==> config.mk <==
export PLATFORM = sky130hd
export DESIGN_NAME = regfile_write_sched
export DESIGN_NICKNAME = d
export VERILOG_FILES = /design/src/rtl/regfile_write_sched.sv
export SDC_FILE = /design/constraint.sdc
export NUM_CORES = 1
export LEC_CHECK = 0
export ABC_AREA = 0
export CORE_MARGIN = 2
export CORE_UTILIZATION = 45
export DETAILED_ROUTE_END_ITERATION = 16
export PLACE_DENSITY = 0.75
export SYNTH_ARGS = -nofsm -noshare
export SYNTH_HDL_FRONTEND = slang
export SYNTH_SLANG_ARGS = --single-unit
==> constraint.sdc <==
create_clock -name clk -period 2.75 [get_ports clk]
set_input_delay 0.6875 -clock clk [delete_from_list [all_inputs] [get_ports clk]]
set_output_delay 0.6875 -clock clk [all_outputs]
set_load 0.01 [all_outputs]
==> src/rtl/regfile_write_sched.sv <==
// Register-file write-port scheduler. It runs a one-time R0..R14 initialise sweep,
// then arbitrates pipeline write-back against a two-entry queue of aux write requests.
module regfile_write_sched #(
    parameter int STARVE_LIMIT  = 8,
    parameter int INIT_ON_RESET = 1
) (
    input  logic        clk,
    input  logic        rst,
    input  logic        wb_en,
    input  logic [3:0]  wb_dest,
    input  logic [31:0] wb_value,
    input  logic        aux_valid,
    input  logic [3:0]  aux_dest,
    input  logic [31:0] aux_value,
    output logic        aux_ready,
    output logic        rf_we,
    output logic [3:0]  rf_dest,
    output logic [31:0] rf_value,
    output logic        init_busy,
    output logic        pipe_stall,
    output logic [14:0] pending_mask,
    output logic        pc_drop
);

    localparam int            CW         = $clog2(STARVE_LIMIT + 1);
    localparam logic [CW-1:0] STARVE_MAX = CW'(STARVE_LIMIT);
    localparam logic [3:0]    DEST_DROP  = 4'hF;
    localparam logic [3:0]    INIT_LAST  = 4'd14;

    typedef enum logic {
        ST_INIT,
        ST_RUN
    } state_t;

    localparam state_t RESET_STATE = (INIT_ON_RESET != 0) ? ST_INIT : ST_RUN;

    state_t        state_q, state_d;
    logic [3:0]    init_idx_q, init_idx_d;
    logic          rd_ptr_q, rd_ptr_d;
    logic [1:0]    count_q, count_d;
    logic [CW-1:0] starve_q, starve_d;
    logic          pipe_stall_q, pipe_stall_d;
    logic [14:0]   pending_q, pending_d;
    logic          rf_we_q, rf_we_d;
    logic [3:0]    rf_dest_q, rf_dest_d;
    logic [31:0]   rf_value_q, rf_value_d;
    logic          pc_drop_q, pc_drop_d;

    logic [3:0]    fifo_dest_q  [2];
    logic [31:0]   fifo_value_q [2];

    logic          in_run;
    logic          fifo_empty;
    logic          wr_ptr;
    logic          push;
    logic          pop;
    logic          gnt_valid;
    logic [3:0]    gnt_dest;
    logic [31:0]   gnt_value;
    logic          slot_live;
    logic [3:0]    slot_dest;

    // Queue handshake. The head is popped whenever it wins the port, even if its
    // write is later dropped, so a freed slot can be refilled in the same cycle.
    always_comb begin
        in_run     = (state_q == ST_RUN);
        fifo_empty = (count_q == 2'd0);
        wr_ptr     = rd_ptr_q ^ count_q[0];
        pop        = in_run && !wb_en && !fifo_empty;
        aux_ready  = !rst && in_run && ((count_q != 2'd2) || pop);
        push       = aux_valid && aux_ready;
    end

    // Write-port arbitration: init sweep, then write-back, then queue head.
    always_comb begin
        // NOTE: every combinational output gets a default first so no path infers a latch.
        gnt_valid = 1'b0;
        gnt_dest  = '0;
        gnt_value = '0;
        if (state_q == ST_INIT) begin
            gnt_valid = 1'b1;
            gnt_dest  = init_idx_q;
            gnt_value = {28'd0, init_idx_q};
        end else if (wb_en) begin
            gnt_valid = 1'b1;
            gnt_dest  = wb_dest;
            gnt_value = wb_value;
        end else if (!fifo_empty) begin
            gnt_valid = 1'b1;
            gnt_dest  = fifo_dest_q[rd_ptr_q];
            gnt_value = fifo_value_q[rd_ptr_q];
        end
    end

    always_comb begin
        state_d    = state_q;
        init_idx_d = init_idx_q;
        if (state_q == ST_INIT) begin
            if (init_idx_q == INIT_LAST) begin
                state_d    = ST_RUN;
                init_idx_d = '0;
            end else begin
                init_idx_d = init_idx_q + 4'd1;
            end
        end
    end

    // R15 is not held in the file, so a grant to it becomes a pc_drop pulse instead.
    always_comb begin
        rf_we_d    = gnt_valid && (gnt_dest != DEST_DROP);
        pc_drop_d  = gnt_valid && (gnt_dest == DEST_DROP);
        rf_dest_d  = rf_we_d ? gnt_dest  : rf_dest_q;
        rf_value_d = rf_we_d ? gnt_value : rf_value_q;
    end

    always_comb begin
        rd_ptr_d = pop ? ~rd_ptr_q : rd_ptr_q;
        count_d  = count_q + {1'b0, push} - {1'b0, pop};
    end

    // Starvation tracking: only cycles where write-back blocks a waiting head count.
    always_comb begin
        if (!in_run || pop || fifo_empty) begin
            starve_d = '0;
        end else if (wb_en && (starve_q != STARVE_MAX)) begin
            starve_d = starve_q + 1'b1;
        end else begin
            starve_d = starve_q;
        end
        pipe_stall_d = (starve_d == STARVE_MAX);
    end

    // Pending mask is rebuilt from the post-edge queue contents.
    always_comb begin
        pending_d = '0;
        slot_live = 1'b0;
        slot_dest = '0;
        for (int i = 0; i < 2; i++) begin
            slot_live = (count_d == 2'd2) || ((count_d == 2'd1) && (rd_ptr_d == 1'(i)));
            slot_dest = (push && (wr_ptr == 1'(i))) ? aux_dest : fifo_dest_q[i];
            if (slot_live && (slot_dest != DEST_DROP)) begin
                pending_d[slot_dest] = 1'b1;
            end
        end
    end

    always_ff @(posedge clk) begin
        if (rst) begin
            state_q      <= RESET_STATE;
            init_idx_q   <= '0;
            rd_ptr_q     <= 1'b0;
            count_q      <= '0;
            starve_q     <= '0;
            pipe_stall_q <= 1'b0;
            pending_q    <= '0;
            rf_we_q      <= 1'b0;
            rf_dest_q    <= '0;
            rf_value_q   <= '0;
            pc_drop_q    <= 1'b0;
        end else begin
            state_q      <= state_d;
            init_idx_q   <= init_idx_d;
            rd_ptr_q     <= rd_ptr_d;
            count_q      <= count_d;
            starve_q     <= starve_d;
            pipe_stall_q <= pipe_stall_d;
            pending_q    <= pending_d;
            rf_we_q      <= rf_we_d;
            rf_dest_q    <= rf_dest_d;
            rf_value_q   <= rf_value_d;
            pc_drop_q    <= pc_drop_d;
        end
    end

    // NOTE: queue storage is left unreset; count_q alone decides which slots are live.
    always_ff @(posedge clk) begin
        if (push) begin
            fifo_dest_q[wr_ptr]  <= aux_dest;
            fifo_value_q[wr_ptr] <= aux_value;
        end
    end

    assign rf_we        = rf_we_q;
    assign rf_dest      = rf_dest_q;
    assign rf_value     = rf_value_q;
    assign pc_drop      = pc_drop_q;
    assign pipe_stall   = pipe_stall_q;
    assign pending_mask = pending_q;
    assign init_busy    = (state_q == ST_INIT);

endmodule

==> results.md <==
* Routed Antenna Nets at 0
* Endpoints failing setup at 0
* Seq pwr share at 46.2%
* Clock input transition at the sequential cells of the worst setup and hold paths at 0.06 ns
* Drt initial violations at 430
* TritonCTS clock tree: done
* Worst path max stage delay at 0.44 ns
* Clk_lat worst skew at 0.43 ns
* Switch share at 20.6%
* H-tree levels at 4
* I/O pins at 132
* Inserted Clock Buffers at 17
* Worst hold path type: reg -> reg
* Vias in the first global route at 4911
* Share of cells above drive strength 1 at 18.3%
* Crit Path Class: in -> reg
* Hold Violations, Final at 0
* Crit path from: wb_en
* Vias per cell at 5.68
* Worst path most repeated cell: ha_1
* Syn Area/Cell at 11.7 µm²
* Reg2reg end: pending_mask[14]$_SDFF_PP0_
* Hold-critical path depth at 2
* Vias at 4802
* RePlAce Congestion at 0.895
* Die area at 0.0141 mm²
* CP max stage cell: clkdlybuf4s50_1
* Arrival @ worst endpoint at 2.96 ns
* Fin crit share at 95.1%
* CTS Sinks at 138
* Syn_nets at 586
* Gr usage total at 22.5%
* Initial antenna violation count at 0
* Status: completed
* Worst reg-to-reg path cell count at 12
* Inst Count DP at 813
* Core ar. at 0.0128 mm²
* Fraction of registers with async set/reset at 0%
* Initial core utilization at 46.5%
* Flops & latches, synth at 138
* Root buf cell: clkbuf_16
* Hpwl dp at 10800 µm
* Hold wc startpoint: rf_value[16]$_SDFFE_PP0P_
* Area Overhead vs Synth at 40.2%
* Critical path required time at 3.09 ns
* Setup Total Neg Slack at 0 ns
* Global route overflow at 0
* Cell Count, Final, Fillers Out at 845
* Commonest non-fill, non-tap cell in the layout: clkdlybuf4s50_1
* CP Launch Type: input pin
* Largest net degree at the start of global routing at 40
* Buffer and inverter count on the worst path at 5
* Final setup skew at 0.00806 ns
* Hold endpoint: rf_value[16]$_SDFFE_PP0P_
* Critical Path Fanout Max at 4
* First-pass GRT wire length at 24600 µm
* Sw power at 0.972 mW
* Leak at 2.78 nW
* Cells after Synth at 506
* Width of the die at 119 µm
* Avg WL per Cell at 18.6 µm
* Delay-heaviest family, CP: buffers and inverters
* YS warnings at 0
* Final worst path period need at 2.62 ns
* Pwr Density at 568 mW/mm²
* Worst-Margin Slew at 0.543 ns
* Most frequent cells in the layout: clkdlybuf4s50_1, edfxtp_1, dfxtp_1
* MaxCap Viol Count at 0
* Critical Path End Type: flop
* Drt first pass iters at 5
* Longest Clk Path Bufs at 2
* Routed wire length at 15700 µm
* Postcts setup bufs at 0
* Final net count at 740
* Clock power frac at 49.1%
* Primary flip-flop cell chosen by synthesis mapping: edfxtp_1
* Remaining DRCs at 0
* Reg2Reg Setup Slack at 0.33 ns
* Post-synth EDFFs at 72
* Row Count at 41
* Post-Syn Area at 0.00594 mm²
* Peak supply drop at 351 µV
* Internal power at 3.75 mW
* Max_slew headroom at 63.6%
* Layout Utilization at 65.2%
* Fmax at 382 MHz
* Unique masters post-synth at 59
* Cell Chain, Critical Path: clkdlybuf4s50_1 > nand2b_1 > or2_1 > inv_2 > ha_1 > inv_1 > ha_1 > xnor3_1 > buf_4 > nor2_4 > buf_12 > o21ai_2 > o22ai_1
* R2R Path Start: count_q[0]$_SDFF_PP0_
* Comb pwr share at 4.7%
* Max-slew violation count at 0
* PortBufs at 131
* ANT cells at 0
* Sequential element share of the synthesized area at 58.7%
* Die Y at 119 µm
area by class of cell:
| cell class | instances | area, µm² |
|---|---|---|
| Inverter | 9 | 33.8 |
| Tap cell | 172 | 215 |
| Multi-Input combinational cell | 329 | 2370 |
| Timing Repair Buffer | 165 | 1610 |
| Fill cell | 946 | 4450 |
| Sequential cell | 138 | 3480 |
| Clock inverter | 14 | 171 |
| Clock buffer | 18 | 439 |
cell usage after synthesis, types with 3 or more instances:
cell | number | area, µm²
nand2b_1 | 16 | 100
or3_1 | 4 | 25.0
mux2_2 | 24 | 270
buf_6 | 5 | 56.3
buf_4 | 3 | 22.5
mux2i_1 | 26 | 260
dfxtp_1 | 66 | 1320
nand3_1 | 6 | 30.0
ha_1 | 4 | 50.1
clkbuf_1 | 16 | 60.1
edfxtp_1 | 72 | 2160
a32oi_1 | 22 | 193
o22ai_1 | 15 | 93.8
a21oi_1 | 12 | 60.1
nor4_1 | 7 | 43.8
buf_2 | 5 | 25.0
inv_1 | 8 | 30.0
o21ai_0 | 15 | 75.1
o21ai_1 | 26 | 130
o221a_1 | 3 | 33.8
xnor2_1 | 4 | 35.0
nand2_1 | 64 | 240
nand4_1 | 9 | 56.3
o211ai_1 | 3 | 22.5
nor2_1 | 22 | 82.6
a221oi_1 | 7 | 61.3
nand3b_1 | 3 | 22.5
registers in the layout, summed over array words and instances (netlist names):
name / count
fifo_value_q: 64
rf_value: 32
pending_mask: 15
fifo_dest_q: 8
init_idx_q: 4
rf_dest: 4
starve_q: 4
count_q: 2
in_run: 1
pc_drop: 1
pipe_stall: 1
rd_ptr_q: 1
rf_we: 1
how the worst max path moves through the flow:
| stage | slack [ns] | endpoint | cells past startpoint |
|---|---|---|---|
| finish | 0.13 | pending_mask[14]$_SDFF_PP0_ | 13 |
| global route | -0.02 | pending_mask[12]$_SDFF_PP0_ | 13 |
| CTS | 0.1 | pending_mask[5]$_SDFF_PP0_ | 13 |
| detailed placement | -0.34 | pending_mask[5]$_SDFF_PP0_ | 13 |
| global placement | -0.27 | pending_mask[1]$_SDFF_PP0_ | 13 |
| floorplan | -0.001 | pending_mask[1]$_SDFF_PP0_ | 13 |
tightest hold or removal path, cell delays in order (launching register included):
cell     delay, ns
dfxtp_1       0.31
nand2_1       0.05
o21ai_1       0.05
logic make-up (layout without fill, tap and decap cells):
logic type,count (synthesis),count (layout),share of synthesized area [%]
and+or+nand+nor,147,147,12.4
DFF,138,138,58.7
AOI/OAI and AO/OA,121,121,14.4
muxes,51,51,9.13
buffers and inverters,39,206,3.39
xor gates and xnor gates,6,6,1.12
adders and majority gates,4,4,0.843
power by group through the flow:
stage	clock (mW)	combinational, mW	sequential (mW)
floorplan	0	0.0642	2.22
global placement	0	0.216	2.22
detailed placement	0	0.219	2.23
CTS	2.36	0.222	2.18
global route	2.45	0.237	2.18
finish	2.32	0.223	2.18
per-layer routing:
metal | part of all wire (%) | track usage [%] | routed length (µm)
met3 | 6.6 | 6.27 | 1040
met5 | 0 | 0 | 0
met1 | 42 | 27.8 | 6680
met2 | 48 | 35.7 | 7540
met4 | 3.0 | 12.1 | 475
repair_timing:
item	in CTS	in global routing
resized for setup	2	16
pin swaps	1	2
hold buffers	0	0
endpoints found under the setup margin	1	15
through the flow:
stage | total power, mW | worst slack, ns | cell area, µm² | hold WS, ns
final | 4.73 | 0.134 | 8320 | 0.449
after global routing | 4.86 | -0.0247 | 8320 | 0.470
after CTS | 4.76 | 0.0964 | 8250 | 0.452
after detailed placement | 2.44 | -0.337 | 7630 | 0.444
after global placement | 2.44 | -0.267 | 7630 | 0.434
after floorplan | 2.29 | -0.00121 | 5980 | 0.473
(Power assumes the default switching activity.)
